### src/rtl/reaction_pkg.sv
// -----------------------------------------------------------------------------
// reaction_pkg
// Shared definitions for the reaction timer: FSM state encoding, counter
// widths, random-delay constants and the LFSR feedback helper.
// -----------------------------------------------------------------------------
package reaction_pkg;

    typedef enum logic [1:0] {
        S_IDLE    = 2'd0,
        S_DELAY   = 2'd1,
        S_MEASURE = 2'd2,
        S_RESULT  = 2'd3
    } state_t;

    // Width of the millisecond counter and of the result bus.
    localparam int MS_W = 14;

    // Random delay = DELAY_BASE + LFSR[DELAY_MASK_W-1:0] ms, i.e. 1000..2023 ms.
    localparam int DELAY_BASE   = 1000;
    localparam int DELAY_MASK_W = 10;

    // Fibonacci LFSR, taps 16,14,13,11 -> register bits 15,13,12,10.
    localparam int          LFSR_W    = 16;
    localparam logic [15:0] LFSR_TAPS = 16'hB400;

    // Shift left; the XOR of the tapped bits enters at bit 0.
    function automatic logic [LFSR_W-1:0] lfsr_next(input logic [LFSR_W-1:0] v);
        return {v[LFSR_W-2:0], ^(v & LFSR_TAPS)};
    endfunction

endpackage

### src/rtl/reaction_timer_if.sv
// -----------------------------------------------------------------------------
// reaction_timer_if
// Groups the user-facing signals of the reaction timer.
//   start, resp : button levels (debounced, clk-synchronous)
//   led         : stimulus lamp
//   busy        : trial in progress (DELAY or MEASURE)
//   done        : one-cycle pulse when result/early/timeout take new values
//   result      : reaction time in ms
//   early       : false start
//   timeout     : no response before the measurement ceiling
// Modports: master = the user/driver side, slave = the timer.
// -----------------------------------------------------------------------------
interface reaction_timer_if;
    import reaction_pkg::*;

    logic            start;
    logic            resp;
    logic            led;
    logic            busy;
    logic            done;
    logic [MS_W-1:0] result;
    logic            early;
    logic            timeout;

    modport master (
        output start, resp,
        input  led, busy, done, result, early, timeout
    );

    modport slave (
        input  start, resp,
        output led, busy, done, result, early, timeout
    );

endinterface

### src/rtl/ms_tick.sv
// -----------------------------------------------------------------------------
// ms_tick
// Millisecond prescaler. Counts 0..TICK_DIV-1 and raises tick for the one
// cycle in which the count sits at TICK_DIV-1, then wraps to 0.
//   clk   : system clock
//   rst_n : asynchronous active-low reset
//   clr   : synchronous clear; holds the count at 0 while asserted
//   tick  : one-cycle pulse every TICK_DIV cycles
// -----------------------------------------------------------------------------
module ms_tick #(
    parameter int TICK_DIV = 100000
) (
    input  logic clk,
    input  logic rst_n,
    input  logic clr,
    output logic tick
);

    localparam int CW = (TICK_DIV > 1) ? $clog2(TICK_DIV) : 1;

    logic [CW-1:0] cnt;

    assign tick = (cnt == CW'(TICK_DIV - 1));

    // NOTE: clocked state uses non-blocking assignments so every register
    // samples pre-edge values and simulation matches the synthesized flops.
    always_ff @(posedge clk or negedge rst_n) begin
        if (!rst_n) begin
            cnt <= '0;
        end else if (clr || tick) begin
            cnt <= '0;
        end else begin
            cnt <= cnt + 1'b1;
        end
    end

endmodule

### src/rtl/reaction_timer.sv
// -----------------------------------------------------------------------------
// reaction_timer
// Human reaction-time tester. A start edge launches a random 1000..2023 ms
// delay; the lamp then lights and the time to the response edge is measured
// in ms. A response during the delay is a false start; no response before
// MAX_MS is a timeout.
//   clk    : system clock
//   rst_n  : asynchronous active-low reset
//   bus    : reaction_timer_if.slave (start/resp in; led, busy, done,
//            result, early, timeout out -- all outputs registered)
// -----------------------------------------------------------------------------
module reaction_timer
    import reaction_pkg::*;
#(
    parameter int          TICK_DIV  = 100000,
    parameter int          MAX_MS    = 9999,
    parameter logic [15:0] LFSR_SEED = 16'hACE1
) (
    input  logic              clk,
    input  logic              rst_n,
    reaction_timer_if.slave   bus
);

    state_t            state, state_d;
    logic [LFSR_W-1:0] lfsr;
    logic              start_q, resp_q;
    logic              armed;
    logic [MS_W-1:0]   ms_cnt, ms_d;
    logic [MS_W-1:0]   target, target_d;

    logic              led_q, busy_q, done_q, early_q, timeout_q;
    logic              led_d, busy_d, done_d, early_d, timeout_d;
    logic [MS_W-1:0]   result_q, result_d;

    logic              start_edge, resp_edge;
    logic              tick, clr;

    // armed is low for the first cycle after reset so a button already held
    // through reset release cannot masquerade as a fresh edge while the edge
    // register catches up with it.
    assign start_edge = bus.start & ~start_q & armed;
    assign resp_edge  = bus.resp  & ~resp_q  & armed;

    ms_tick #(.TICK_DIV(TICK_DIV)) u_ms_tick (
        .clk   (clk),
        .rst_n (rst_n),
        .clr   (clr),
        .tick  (tick)
    );

    // NOTE: every signal driven here gets a default first, so no path
    // through the case leaves a value unassigned and no latch is inferred.
    always_comb begin
        state_d   = state;
        ms_d      = ms_cnt;
        target_d  = target;
        result_d  = result_q;
        early_d   = early_q;
        timeout_d = timeout_q;
        done_d    = 1'b0;

        case (state)
            S_IDLE, S_RESULT: begin
                if (start_edge) begin
                    state_d   = S_DELAY;
                    result_d  = '0;
                    early_d   = 1'b0;
                    timeout_d = 1'b0;
                    ms_d      = '0;
                    target_d  = MS_W'(DELAY_BASE) + MS_W'(lfsr[DELAY_MASK_W-1:0]);
                end
            end

            S_DELAY: begin
                // A response beats a delay expiry landing in the same cycle.
                if (resp_edge) begin
                    state_d  = S_RESULT;
                    early_d  = 1'b1;
                    result_d = '0;
                    done_d   = 1'b1;
                end else if (tick) begin
                    if (ms_cnt == target - 1'b1) begin
                        state_d = S_MEASURE;
                        ms_d    = '0;
                    end else begin
                        ms_d = ms_cnt + 1'b1;
                    end
                end
            end

            S_MEASURE: begin
                // On a response the count already registered is reported; a
                // tick in the same cycle is not added.
                if (resp_edge) begin
                    state_d  = S_RESULT;
                    result_d = ms_cnt;
                    done_d   = 1'b1;
                end else if (tick) begin
                    if (ms_cnt == MS_W'(MAX_MS - 1)) begin
                        state_d   = S_RESULT;
                        result_d  = MS_W'(MAX_MS);
                        timeout_d = 1'b1;
                        done_d    = 1'b1;
                    end else begin
                        ms_d = ms_cnt + 1'b1;
                    end
                end
            end

            default: state_d = S_IDLE;
        endcase

        led_d  = (state_d == S_MEASURE);
        busy_d = (state_d == S_DELAY) || (state_d == S_MEASURE);

        // The prescaler restarts from 0 on entry to DELAY or MEASURE and
        // rests at 0 in every other state.
        clr = !busy_d || (state_d != state);
    end

    always_ff @(posedge clk or negedge rst_n) begin
        if (!rst_n) begin
            state     <= S_IDLE;
            lfsr      <= LFSR_SEED;
            start_q   <= 1'b0;
            resp_q    <= 1'b0;
            armed     <= 1'b0;
            ms_cnt    <= '0;
            target    <= '0;
            led_q     <= 1'b0;
            busy_q    <= 1'b0;
            done_q    <= 1'b0;
            result_q  <= '0;
            early_q   <= 1'b0;
            timeout_q <= 1'b0;
        end else begin
            state     <= state_d;
            lfsr      <= lfsr_next(lfsr);
            start_q   <= bus.start;
            resp_q    <= bus.resp;
            armed     <= 1'b1;
            ms_cnt    <= ms_d;
            target    <= target_d;
            led_q     <= led_d;
            busy_q    <= busy_d;
            done_q    <= done_d;
            result_q  <= result_d;
            early_q   <= early_d;
            timeout_q <= timeout_d;
        end
    end

    assign bus.led     = led_q;
    assign bus.busy    = busy_q;
    assign bus.done    = done_q;
    assign bus.result  = result_q;
    assign bus.early   = early_q;
    assign bus.timeout = timeout_q;

endmodule
### src/flat_wrapper.sv
// flat-port wrapper written by rule: the top's interface ports become plain ports
module reaction_timer_flat import reaction_pkg::*;
#(
    parameter int          TICK_DIV  = 100000,
    parameter int          MAX_MS    = 9999,
    parameter logic [15:0] LFSR_SEED = 16'hACE1
)
  (clk, rst_n, bus_start, bus_resp, bus_led, bus_busy, bus_done, bus_result, bus_early, bus_timeout);
  reaction_timer_if bus_i ();
  input  logic clk;
  input  logic rst_n;
  input wire logic [$bits(bus_i.start)-1:0] bus_start;
  input wire logic [$bits(bus_i.resp)-1:0] bus_resp;
  output wire logic [$bits(bus_i.led)-1:0] bus_led;
  output wire logic [$bits(bus_i.busy)-1:0] bus_busy;
  output wire logic [$bits(bus_i.done)-1:0] bus_done;
  output wire logic [$bits(bus_i.result)-1:0] bus_result;
  output wire logic [$bits(bus_i.early)-1:0] bus_early;
  output wire logic [$bits(bus_i.timeout)-1:0] bus_timeout;
  assign bus_i.start = bus_start;
  assign bus_i.resp = bus_resp;
  assign bus_led = bus_i.led;
  assign bus_busy = bus_i.busy;
  assign bus_done = bus_i.done;
  assign bus_result = bus_i.result;
  assign bus_early = bus_i.early;
  assign bus_timeout = bus_i.timeout;
  reaction_timer #(.TICK_DIV(TICK_DIV), .MAX_MS(MAX_MS), .LFSR_SEED(LFSR_SEED)) u_core (.clk(clk), .rst_n(rst_n), .bus(bus_i));
endmodule
### config.mk
export PLATFORM = sky130hd
export DESIGN_NAME = reaction_timer_flat
export DESIGN_NICKNAME = d
export VERILOG_FILES = /design/src/rtl/reaction_pkg.sv /design/src/rtl/reaction_timer_if.sv /design/src/rtl/ms_tick.sv /design/src/rtl/reaction_timer.sv /design/src/flat_wrapper.sv
export SDC_FILE = /design/constraint.sdc
export NUM_CORES = 1
export LEC_CHECK = 0
export CAP_MARGIN = 20
export CELL_PAD_IN_SITES_DETAIL_PLACEMENT = 0
export CELL_PAD_IN_SITES_GLOBAL_PLACEMENT = 1
export CORE_MARGIN = 2
export CORE_UTILIZATION = 47
export DETAILED_ROUTE_END_ITERATION = 10
export PLACE_DENSITY_LB_ADDON = 0.25
export SYNTH_ARGS = -nofsm -noshare
export SYNTH_HDL_FRONTEND = slang
export SYNTH_HIERARCHICAL = 1
export SYNTH_SLANG_ARGS = --single-unit
### constraint.sdc
create_clock -name clk -period 4.9 [get_ports clk]
set_input_delay 0.735 -clock clk [delete_from_list [all_inputs] [get_ports clk]]
set_output_delay 0.735 -clock clk [all_outputs]
set_load 0.005 [all_outputs]
==> reports/summary.txt, run 1 <==
STATUS
-----------------------------------------------------------------------------------------------------------------
Result of the run .................................................................................. complete, no violations

CRITICAL PATH
-----------------------------------------------------------------------------------------------------------------
Classification of the worst setup path .............................................................      reg2reg
Kind of cell adding the most delay to the critical path ............................................ simple AND/OR/NAND/NOR gates
Reg-to-reg startpoint .............................................................................. u_core/target[0]
Data required time of the worst path ...............................................................      5170 ps
Minimum setup slack among reg-to-reg paths .........................................................       660 ps
Worst-path maximum fanout ..........................................................................           16
List of cells traversed by the critical path ....................................................... inv_1 > ha_1 > or4b_4 > nor3_1 > xnor2_1 > nor4_1 > o21ai_0 > nor4b_1 > o22a_1 > ha_1 > inv_1 > o311ai_0 > a211o_1 > or2_1 > a21oi_1
Reg2reg path depth .................................................................................           15
Crit path max-delay cell type ...................................................................... sky130_fd_sc_hd__nor4b_1
Critical Path Start Type ...........................................................................    flip-flop
Capturing point of the worst reg2reg path .......................................................... u_core/u_ms_tick/cnt[16]
Maximum cell stage delay along the critical path ...................................................       550 ps
Total buffers and inverters traversed by the critical path .........................................            2
Arrival time at the worst endpoint .................................................................      4510 ps
Worst Setup End Kind ...............................................................................    flip-flop

POWER
-----------------------------------------------------------------------------------------------------------------
Power per Cell Area ................................................................................ 459.9 nW/um2
Peak supply drop ...................................................................................  0.0002583 V
Static Leak ........................................................................................  0.002026 uW

CTS
-----------------------------------------------------------------------------------------------------------------
TritonCTS clock tree ...............................................................................        built
Buffer count from post-CTS setup fixing ............................................................            0
# resized after CTS ................................................................................            0
Clk Latency, worst-skew pair .......................................................................       350 ps
CTS Buf Count ......................................................................................            9
Count of hold buffers inserted by post-cts repair ..................................................            0
Clock root buffer .................................................................................. sky130_fd_sc_hd__clkbuf_8
Clock tree sinks ...................................................................................           82
Clock Path Buffers .................................................................................            2
Clock slew seen by the registers of the worst setup and hold paths .................................        90 ps
Level count of the clock H-tree ....................................................................            3

HOLD PATH
-----------------------------------------------------------------------------------------------------------------
HP Class ...........................................................................................     in2async

PLACED DESIGN
-----------------------------------------------------------------------------------------------------------------
DPL Wire Length ....................................................................................      6323 um
Port-buffer cells ..................................................................................           22
Instance area after placement ......................................................................     4587 um2
Routability congestion estimate ....................................................................       0.9054

DRT
-----------------------------------------------------------------------------------------------------------------
Drt total wl .......................................................................................      9356 um
WL/cell ............................................................................................     15.70 um
Routed via count divided by cell count .............................................................        5.703
DRC ................................................................................................            0
Detailed router's first-iteration violation count ..................................................          162
Number of nets with antenna violations after routing ...............................................            0
Routed vias ........................................................................................         3399
Initial DRT Pass Iterations ........................................................................            5

SYNTH
-----------------------------------------------------------------------------------------------------------------
Main combinational cell family by area after synthesis ............................................. simple AND/OR/NAND/NOR gates
Share of synthesized area spent on multiplexers ....................................................       1.728%
Register bit count reported by yosys ...............................................................           82
Top flip-flop cell by instance count after synthesis ............................................... sky130_fd_sc_hd__dfrtp_1
Fraction of registers with async set or reset after synthesis ......................................       100.0%
Post-synth top cells ............................................................................... 74 x sky130_fd_sc_hd__dfrtp_1, 74 x sky130_fd_sc_hd__nand2_1, 43 x sky130_fd_sc_hd__o21ai_0
Area fraction in and, or, nand and nor cells after synthesis .......................................       24.88%
Arithmetic-cell share of the synthesized area counting full adders, half adders and majority gates .       2.303%
Number of distinct standard cells referenced by the synthesized netlist ............................           60
Mapped Nets ........................................................................................          484
Complex-gate fraction of the synthesized area ......................................................       11.63%
Cell types with the largest area share after synthesis ............................................. sky130_fd_sc_hd__dfrtp_1 43%, sky130_fd_sc_hd__nand2_1 6.4%, sky130_fd_sc_hd__xnor2_1 5.0%
Largest area contributor in the synthesized netlist ................................................ sky130_fd_sc_hd__dfrtp_1
Top-area cell type share of the netlist area .......................................................       42.61%
Sequential cell area fraction in the yosys report ..................................................       47.45%
Warnings from Yosys ................................................................................            6
Summed instance area of the synthesized netlist ....................................................     4345 um2
Number of enable flip-flop cells after synthesis ...................................................            0
Cells after Synth ..................................................................................          472
Xor-xnor portion of the synthesized cell area ......................................................       7.458%
Synthesized area divided by synthesized cell count .................................................    9.206 um2

GLOBAL ROUTING
-----------------------------------------------------------------------------------------------------------------
Overall overflow remaining after global route ......................................................            0
Largest net degree at the start of global routing ..................................................           83
Gr usage total .....................................................................................       19.88%
Number of antenna violations at the first check in global routing ..................................            0
Number of global-route vias before repair ..........................................................         3169
First-pass GRT wire length .........................................................................     15790 um

LAYOUT
-----------------------------------------------------------------------------------------------------------------
Proportion of layout cells with a drive suffix above 1 .............................................       9.072%
# diodes ...........................................................................................            0
Final instance area ................................................................................     4817 um2
Register area ......................................................................................     2062 um2
P&R area growth vs syn .............................................................................       10.86%
Number of nets at the end of the flow ..............................................................          492
Multi-input gate area in the final layout ..........................................................     2090 um2
Util after Layout ..................................................................................       52.88%
Layout fillers .....................................................................................          849

TIMING
-----------------------------------------------------------------------------------------------------------------
Max-slew headroom ..................................................................................       40.19%
Pins over their slew limit .........................................................................            0
Share of the cycle needed by the critical path after routing .......................................       86.49%
Final-report setup violation count .................................................................            0
Peak clock frequency supported by timing ...........................................................    236.0 MHz
Worst Max-Slew Pin Slew ............................................................................     894.9 ps
Setup repair after global routing missed its margin ................................................           no
Hold Fails Final Rpt ...............................................................................            0
Worst Hold Margin ..................................................................................     286.9 ps
Min Tclk post-route ................................................................................      4238 ps
Setup Total Neg Slack ..............................................................................         0 ps
Worst clock skew ...................................................................................     17.65 ps

FLOORPLANNING
-----------------------------------------------------------------------------------------------------------------
Horizontal die dimension ...........................................................................     100.2 um
Y dimension of the die .............................................................................     100.2 um
Placeable Area .....................................................................................     9109 um2
Number of top-level design ports ...................................................................           23
Initial core utilization ...........................................................................       47.71%
Std cell rows ......................................................................................           35
Overall die area ...................................................................................    10030 um2

RUN
-----------------------------------------------------------------------------------------------------------------
Max-cap viol count .................................................................................            0

[cells by family (layout without fill, tap and decap cells)]
group | Yosys count | after routing
flops | 82 | 82
buf+inv | 44 | 57
simple gates | 211 | 211
other cells | 1 | 1
compound gates | 82 | 82
mux | 7 | 7
xor+xnor | 37 | 37
fa+ha+maj | 8 | 8
[power breakdown]
part           leakage [uW]  switching, uW  internal, uW
Sequential          0.00108            115           764
Combinational      0.000852            534           295
Clock             0.0000922            256           252
Total               0.00203            905          1310
[how the worst max path moves through the flow]
stage,startpoint,to,slack (ps),cells after the start
floorplan,u_core/target[0],u_core/u_ms_tick/cnt[14],1150,17
global placement,u_core/target[0],u_core/u_ms_tick/cnt[16],920,15
detailed placement,u_core/target[0],u_core/u_ms_tick/cnt[3],730,15
CTS,u_core/target[0],u_core/u_ms_tick/cnt[16],680,15
global route,u_core/target[0],u_core/u_ms_tick/cnt[15],250,15
finish,u_core/target[0],u_core/u_ms_tick/cnt[16],660,15
[registers in the layout, summed over array words and instances (netlist names)]
name,cells
u_core/armed,1
u_core/bus.busy,1
u_core/bus.done,1
u_core/bus.early,1
u_core/bus.led,1
u_core/bus.result,14
u_core/bus.timeout,1
u_core/lfsr,16
u_core/ms_cnt,14
u_core/resp_q,1
u_core/start_q,1
u_core/state,2
u_core/target,11
u_core/u_ms_tick/cnt,17
[per-stage QoR]
stage | cells | setup WS, ps | total power, uW
2_1_floorplan | 472 | 1148 | 1530
3_3_place_gp | 579 | 918.1 | 1707
3_5_place_dp | 579 | 732.4 | 1720
4_1_cts | 595 | 678.8 | 2231
5_1_grt | 596 | 253.1 | 2391
6_report | 596 | 661.9 | 2215
[cell type report]
type	instances	share of cell area (%)
multi-input cells	346	43.38
inverters	15	1.169
clock buffers	11	2.935
clock inverters	5	1.273
repair buffers	26	5.558
flip-flops and latches	82	42.81
well taps	111	2.883
[layer usage]
metal | share of wire, % | GRT usage, %
met3 | 3.2 | 2.925
met2 | 47 | 31.60
met5 | 0 | 0
met4 | 1.4 | 6.533
met1 | 48 | 28.14
[layout by cell type (no fill, tap or decap), types with 10 or more instances in the layout]
cell type / Yosys / layout
sky130_fd_sc_hd__nand2_1: 74 / 74
sky130_fd_sc_hd__dfrtp_1: 74 / 74
sky130_fd_sc_hd__o21ai_0: 43 / 43
sky130_fd_sc_hd__nor2_1: 39 / 39
sky130_fd_sc_hd__xnor2_1: 25 / 25
sky130_fd_sc_hd__clkdlybuf4s50_1: 0 / 21
sky130_fd_sc_hd__inv_1: 15 / 15
sky130_fd_sc_hd__nor3_1: 14 / 14
sky130_fd_sc_hd__nand3_1: 14 / 14
sky130_fd_sc_hd__nor4_1: 14 / 14
sky130_fd_sc_hd__xor2_1: 12 / 12
sky130_fd_sc_hd__clkbuf_8: 0 / 10
sky130_fd_sc_hd__nand4_1: 10 / 10
Power figures use the tool's default switching activity.
==> run 2: changes to the inputs <==
--- a/config.mk
+++ b/config.mk
@@ -9,7 +9,7 @@
 export CELL_PAD_IN_SITES_DETAIL_PLACEMENT = 0
 export CELL_PAD_IN_SITES_GLOBAL_PLACEMENT = 1
 export CORE_MARGIN = 2
-export CORE_UTILIZATION = 47
+export CORE_UTILIZATION = 30
 export DETAILED_ROUTE_END_ITERATION = 10
 export PLACE_DENSITY_LB_ADDON = 0.25
 export SYNTH_ARGS = -nofsm -noshare
==> reports/summary.txt, run 2 (synthesis gave the netlist of run 1 again) <==
STATUS
---------------------------------------------------------------------------------
Result of the run .................................................. complete, no violations

TIMING
---------------------------------------------------------------------------------
Final-report setup violation count .................................            0   unchanged
Min Tclk post-route ................................................      4150 ps   -87.99 ps
Share of the cycle needed by the critical path after routing .......       84.70%   -1.8 points
Worst Max-Slew Pin Slew ............................................     821.6 ps   -73.34 ps
Setup Total Neg Slack ..............................................         0 ps   unchanged
Worst Hold Margin ..................................................     295.8 ps   +8.940 ps
Pins over their slew limit .........................................            0   unchanged
Max-slew headroom ..................................................       45.02%   +4.8 points
Peak clock frequency supported by timing ...........................    241.0 MHz   +2.1%
Worst clock skew ...................................................     7.545 ps   -10.10 ps
Setup repair after global routing missed its margin ................           no
Hold Fails Final Rpt ...............................................            0   unchanged

PLACED DESIGN
---------------------------------------------------------------------------------
Port-buffer cells ..................................................           22   unchanged
Placed cell count ..................................................          650   +12%
DPL Wire Length ....................................................      6913 um   +9.3%
Routability congestion estimate ....................................       0.8716   -3.7%

LAYOUT
---------------------------------------------------------------------------------
Largest regs ....................................................... u_core/u_ms_tick/cnt: 17 flops, u_core/lfsr: 16 flops
P&R area growth vs syn .............................................       16.07%
Number of flip-flops in the largest register .......................           17   unchanged
Register area ......................................................     2062 um2   unchanged
Layout fillers .....................................................         1432   +69%
Util after Layout ..................................................       36.06%   -17 points
Proportion of layout cells with a drive suffix above 1 .............       9.446%   +0.37 points
Leading cell types in the layout, fill and taps excluded ........... 74 x sky130_fd_sc_hd__nand2_1, 74 x sky130_fd_sc_hd__dfrtp_1, 43 x sky130_fd_sc_hd__o21ai_0, 39 x sky130_fd_sc_hd__nor2_1, 25 x sky130_fd_sc_hd__xnor2_1
Register name with the most flops .................................. u_core/u_ms_tick/cnt
# diodes ...........................................................            0   unchanged
Multi-input gate area in the final layout ..........................     2090 um2   unchanged
Final std cells w/o fill ...........................................          667   +12%
Number of nets at the end of the flow ..............................          494   +0.41%

GLOBAL ROUTING
---------------------------------------------------------------------------------
First-pass GRT wire length .........................................     17370 um   +10%
Gr usage total .....................................................       13.95%   -5.9 points
Largest net degree at the start of global routing ..................           83   unchanged
Overall overflow remaining after global route ......................            0   unchanged
Number of global-route vias before repair ..........................         3355   +5.9%
Number of antenna violations at the first check in global routing ..            0   unchanged

CRITICAL PATH
---------------------------------------------------------------------------------
Critical path endpoint ............................................. u_core/u_ms_tick/cnt[16]
Worst setup path start ............................................. u_core/target[0]
Capturing point of the worst reg2reg path .......................... u_core/u_ms_tick/cnt[16]
List of cells traversed by the critical path ....................... inv_1 > ha_1 > or4b_4 > nor3_1 > xnor2_1 > nor4_1 > o21ai_0 > nor4b_1 > o22a_1 > ha_1 > inv_1 > o311ai_0 > a211o_1 > or2_1 > a21oi_1
Crit path max-delay cell type ...................................... sky130_fd_sc_hd__nor4b_1
Classification of the worst setup path .............................      reg2reg
Reg2reg path depth .................................................           15   unchanged
Maximum cell stage delay along the critical path ...................       540 ps   about the same
Data required time of the worst path ...............................      5160 ps   about the same
Reg-to-reg startpoint .............................................. u_core/target[0]
Critical Path Start Type ...........................................    flip-flop
Worst-path maximum fanout ..........................................           16   unchanged
Worst Setup End Kind ...............................................    flip-flop
Arrival time at the worst endpoint .................................      4410 ps   -100 ps
Minimum setup slack among reg-to-reg paths .........................       750 ps   +90 ps

CTS
---------------------------------------------------------------------------------
# resized after CTS ................................................            0   unchanged
TritonCTS clock tree ...............................................        built
Clk Latency, worst-skew pair .......................................       340 ps   about the same
CTS Buf Count ......................................................            9   unchanged
Clock slew seen by the registers of the worst setup and hold paths .        60 ps   -30 ps
Count of hold buffers inserted by post-cts repair ..................            0   unchanged
Clock tree sinks ...................................................           82   unchanged
Level count of the clock H-tree ....................................            3   unchanged
Clock root buffer .................................................. sky130_fd_sc_hd__clkbuf_16
Buffer count from post-CTS setup fixing ............................            0   unchanged
Clock Path Buffers .................................................            2   unchanged

HOLD PATH
---------------------------------------------------------------------------------
HP Class ...........................................................     in2async

POWER
---------------------------------------------------------------------------------
Power per Cell Area ................................................ 490.7 nW/um2   +6.7%
Static Leak ........................................................  0.002100 uW   +3.7%
Peak supply drop ...................................................  0.0002296 V   -11%

DRT
---------------------------------------------------------------------------------
DRC ................................................................            0   unchanged
Detailed router's first-iteration violation count ..................          253   +56%
WL/cell ............................................................     15.17 um   -3.3%
Number of nets with antenna violations after routing ...............            0   unchanged
Routed via count divided by cell count .............................        5.028   -12%
Drt total wl .......................................................     10120 um   +8.2%
Routed vias ........................................................         3354   -1.3%
Initial DRT Pass Iterations ........................................            4   -1

FLOORPLANNING
---------------------------------------------------------------------------------
Number of top-level design ports ...................................           23   unchanged
Initial core utilization ...........................................       31.06%   -17 points
Placeable Area .....................................................    13990 um2   +54%
Std cell rows ......................................................           43   +23%
Y dimension of the die .............................................     124.4 um   +24%
Overall die area ...................................................    15460 um2   +54%
Horizontal die dimension ...........................................     124.4 um   +24%

RUN
---------------------------------------------------------------------------------
Max-cap viol count .................................................            0   unchanged

==> run 2: worst min path at each step <==
| stage | slack, ps | from | cells after the start | to |
|---|---|---|---|---|
| final | 300 | rst_n | 1 | u_core/ms_cnt[8] |
| after global routing | 310 | rst_n | 1 | u_core/ms_cnt[5] |
| after CTS | 360 | u_core/lfsr[14] | 0 | u_core/lfsr[15] |
| after detailed placement | 350 | u_core/lfsr[14] | 0 | u_core/lfsr[15] |
| after global placement | 340 | u_core/lfsr[14] | 0 | u_core/lfsr[15] |
| after floorplan | 330 | u_core/lfsr[14] | 0 | u_core/lfsr[15] |
==> run 2: layout make-up <==
cell class | instances | share of cell area [%]
clock buffers | 11 | 4.813
clock inverters | 5 | 1.687
inverters | 15 | 1.116
multi-input cells | 346 | 41.43
flip-flops and latches | 82 | 40.88
well taps | 180 | 4.465
repair buffers | 28 | 5.607
==> run 2: critical path: cells and delay by family (launching register included) <==
kind / cells / cell delay (ps)
XOR/XNOR: 1 / 110
AO/OA/AOI/OAI: 5 / 940
flip-flops: 1 / 410
buffers and inverters: 2 / 140
AND/OR/NAND/NOR: 5 / 2020
adder cells (fa/ha/maj): 2 / 450
==> run 2: power by group <==
group / internal, uW / switching [uW] / total, uW
Sequential: 765 / 115 / 881
Combinational: 305 / 548 / 853
Clock: 463 / 278 / 741
==> run 2: through the flow <==
stage,power [uW],cell area (um2),setup slack [ps]
finish,2475,5044,749.9
global route,2670,5044,376.0
CTS,2510,5016,735.4
detailed placement,1749,4688,753.0
global placement,1742,4688,873.7
floorplan,1530,4345,1148
==> run 2: routing by layer <==
layer	part of all wire, %	vias to the layer above	global-route usage [%]
met2	49	54	23.11
met5	0	-	0
met4	0.96	0	3.635
met3	4.2	6	4.124
met1	46	1610	17.81
li1	-	1684	-
==> run 3: changes to the inputs <==
==> constraint.sdc (replaced) <==
create_clock -name clk -period 3.3 [get_ports clk]
set_input_delay 0.495 -clock clk [delete_from_list [all_inputs] [get_ports clk]]
set_output_delay 0.495 -clock clk [all_outputs]
set_load 0.005 [all_outputs]
==> reports/summary.txt, run 3 (synthesis gave the netlist of run 1 again) <==
CRITICAL PATH
---------------------------------------------------------------------------------
Worst-path maximum fanout ..........................................            6   -10
Total buffers and inverters traversed by the critical path .........            3   +1
Minimum setup slack among reg-to-reg paths .........................      -230 ps   -980 ps
Crit path max-delay cell type ...................................... sky130_fd_sc_hd__or4_4
List of cells traversed by the critical path ....................... inv_2 > ha_4 > or4b_4 > or4_4 > a211oi_2 > and4bb_1 > o21ai_1 > o21ai_1 > a21o_1 > ha_1 > inv_2 > o311ai_1 > a211o_1 > or2_4 > buf_6 > a21oi_2
Arrival time at the worst endpoint .................................      3810 ps   -600 ps
Worst Setup End Kind ...............................................    flip-flop
Data required time of the worst path ...............................      3580 ps   -1580 ps
Classification of the worst setup path .............................      reg2reg
Maximum cell stage delay along the critical path ...................       500 ps   -40 ps
Critical Path Start Type ...........................................    flip-flop
Kind of cell adding the most delay to the critical path ............ simple AND/OR/NAND/NOR gates

TIMING
---------------------------------------------------------------------------------
Setup repair after global routing missed its margin ................          yes
Hold Fails Final Rpt ...............................................            0   unchanged
Crit path setup slack, layout ......................................    -229.6 ps   -979.5 ps
Pins over their slew limit .........................................            0   unchanged
Max-slew headroom ..................................................       58.46%   +13 points
Peak clock frequency supported by timing ...........................    283.3 MHz   +18%
Min Tclk post-route ................................................      3530 ps   -620.5 ps
Setup Total Neg Slack ..............................................     -3458 ps   -3458 ps
Worst Max-Slew Pin Slew ............................................     623.1 ps   -198.5 ps
Final-report setup violation count .................................           16   +16
Worst clock skew ...................................................     6.813 ps   -0.7322 ps
Share of the cycle needed by the critical path after routing .......       107.0%   +22 points

FLOORPLANNING
---------------------------------------------------------------------------------
Horizontal die dimension ...........................................     124.4 um   unchanged
Std cell rows ......................................................           43   unchanged
Y dimension of the die .............................................     124.4 um   unchanged
Placeable Area .....................................................    13990 um2   unchanged
Number of top-level design ports ...................................           23   unchanged
Overall die area ...................................................    15460 um2   unchanged
Initial core utilization ...........................................       31.06%   unchanged

CTS
---------------------------------------------------------------------------------
Level count of the clock H-tree ....................................            3   unchanged
Clock tree sinks ...................................................           82   unchanged
Clock slew seen by the registers of the worst setup and hold paths .        60 ps   about the same
CTS Buf Count ......................................................            9   unchanged
Clk Latency, worst-skew pair .......................................       350 ps   about the same
Clock root buffer .................................................. sky130_fd_sc_hd__clkbuf_16
Clock Path Buffers .................................................            2   unchanged
TritonCTS clock tree ...............................................        built

DRT
---------------------------------------------------------------------------------
WL/cell ............................................................     14.99 um   -1.2%
Routed vias ........................................................         3595   +7.2%
Initial DRT Pass Iterations ........................................            4   unchanged
Number of nets with antenna violations after routing ...............            0   unchanged
Routed via count divided by cell count .............................        4.993   -0.70%
Drt total wl .......................................................     10790 um   +6.6%
Detailed router's first-iteration violation count ..................          197   -22%
DRC ................................................................            0   unchanged

STATUS
---------------------------------------------------------------------------------
Result of the run .................................................. complete, but fails checks
Failing checks ..................................................... negative setup slack

POWER
---------------------------------------------------------------------------------
Total power of the final layout ....................................      4038 uW   +63%
Peak supply drop ...................................................  0.0003693 V   +61%
Power per Cell Area ................................................ 742.0 nW/um2   +51%
Static Leak ........................................................  0.002346 uW   +12%

GLOBAL ROUTING
---------------------------------------------------------------------------------
First-pass GRT wire length .........................................     18350 um   +5.6%
Number of antenna violations at the first check in global routing ..            0   unchanged
Number of global-route vias before repair ..........................         3604   +7.4%
Gr usage total .....................................................       14.71%   +0.76 points
Overall overflow remaining after global route ......................            0   unchanged
Largest net degree at the start of global routing ..................           42   -49%

PLACED DESIGN
---------------------------------------------------------------------------------
DPL Wire Length ....................................................      7972 um   +15%
Port-buffer cells ..................................................           22   unchanged
Instance area after placement ......................................     5092 um2   +8.6%
Pre-CTS setup slack ................................................    -334.4 ps   -1087 ps
Routability congestion estimate ....................................       0.8109   -7.0%

LAYOUT
---------------------------------------------------------------------------------
# diodes ...........................................................            0   unchanged
Final instance area ................................................     5441 um2   +7.9%
Register name with the most flops .................................. u_core/u_ms_tick/cnt
Largest regs ....................................................... u_core/u_ms_tick/cnt: 17 flops, u_core/lfsr: 16 flops
P&R area growth vs syn .............................................       25.22%
Leading cell types in the layout, fill and taps excluded ........... 74 x sky130_fd_sc_hd__nand2_1, 74 x sky130_fd_sc_hd__dfrtp_1, 57 x sky130_fd_sc_hd__buf_4, 41 x sky130_fd_sc_hd__o21ai_0, 32 x sky130_fd_sc_hd__nor2_1
Util after Layout ..................................................       38.90%   +2.8 points
Number of nets at the end of the flow ..............................          547   +11%
Proportion of layout cells with a drive suffix above 1 .............       21.11%   +12 points
Number of flip-flops in the largest register .......................           17   unchanged

RUN
---------------------------------------------------------------------------------
Max-cap viol count .................................................            0   unchanged

HOLD PATH
---------------------------------------------------------------------------------
HP Class ...........................................................     in2async

-- run 3: path summary, 6_finish.rpt --
path | start | endpoint | depth (start not counted)
setup / recovery | u_core/target[1] | u_core/u_ms_tick/cnt[16] | 16
hold / removal | rst_n | u_core/lfsr[1] | 1
setup reg to reg | u_core/target[1] | u_core/u_ms_tick/cnt[16] | 16
hold reg to reg | u_core/lfsr[14] | u_core/lfsr[15] | 0
max in group asynchronous | rst_n | u_core/ms_cnt[9] | 2
min in group clk | u_core/lfsr[14] | u_core/lfsr[15] | 0
-- run 3: final cells by class --
type | instances | area, um2
Fill cell | 1413 | 8547
Tap cell | 180 | 225.2
Multi-Input combinational cell | 346 | 2147
Clock buffer | 10 | 229.0
Sequential cell | 82 | 2062
Inverter | 15 | 56.30
Timing Repair Buffer | 81 | 680.7
Clock inverter | 6 | 41.29
-- run 3: per-layer routing --
metal	global-route usage (%)	vias up	wire [um]
li1	-	1775	-
met1	20.09	1750	5235
met2	22.95	59	5004
met3	3.479	11	380
met4	4.891	0	171
met5	0	-	0
-- run 3: repair_timing --
| action | in CTS | in global routing |
|---|---|---|
| hold buffers | 0 | 0 |
| resized for setup | 4 | 10 |
| setup endpoints to repair | 17 | 17 |
| setup buffers | 4 | 1 |
| pin swaps | 5 | 1 |
| cloned | 0 | 0 |
-- run 3: where the power goes --
part | internal (uW) | total, uW | leakage, uW | switching (uW)
Sequential | 1140 | 1230 | 0.00108 | 92.7
Clock | 511 | 932 | 0.000137 | 422
Combinational | 838 | 1880 | 0.00113 | 1040
Total | 2490 | 4040 | 0.00235 | 1550
-- run 3: worst register-to-register path: cells and delay by family, from the launching register on --
| kind | cells | cell delay (ps) |
|---|---|---|
| adders and majority gates | 2 | 360 |
| AOI/OAI and AO/OA | 7 | 980 |
| and+or+nand+nor | 4 | 1440 |
| DFF | 1 | 390 |
| buffers and inverters | 3 | 280 |
-- run 3: metrics by stage --
| stage | hold WS, ps | std cells |
|---|---|---|
| 4_1_cts | 164.3 | 719 |
| 5_1_grt | 175.1 | 720 |
| 3_3_place_gp | 338.5 | 699 |
| 6_report | 134.1 | 720 |
| 2_1_floorplan | 199.4 | 472 |
| 3_5_place_dp | 344.6 | 699 |
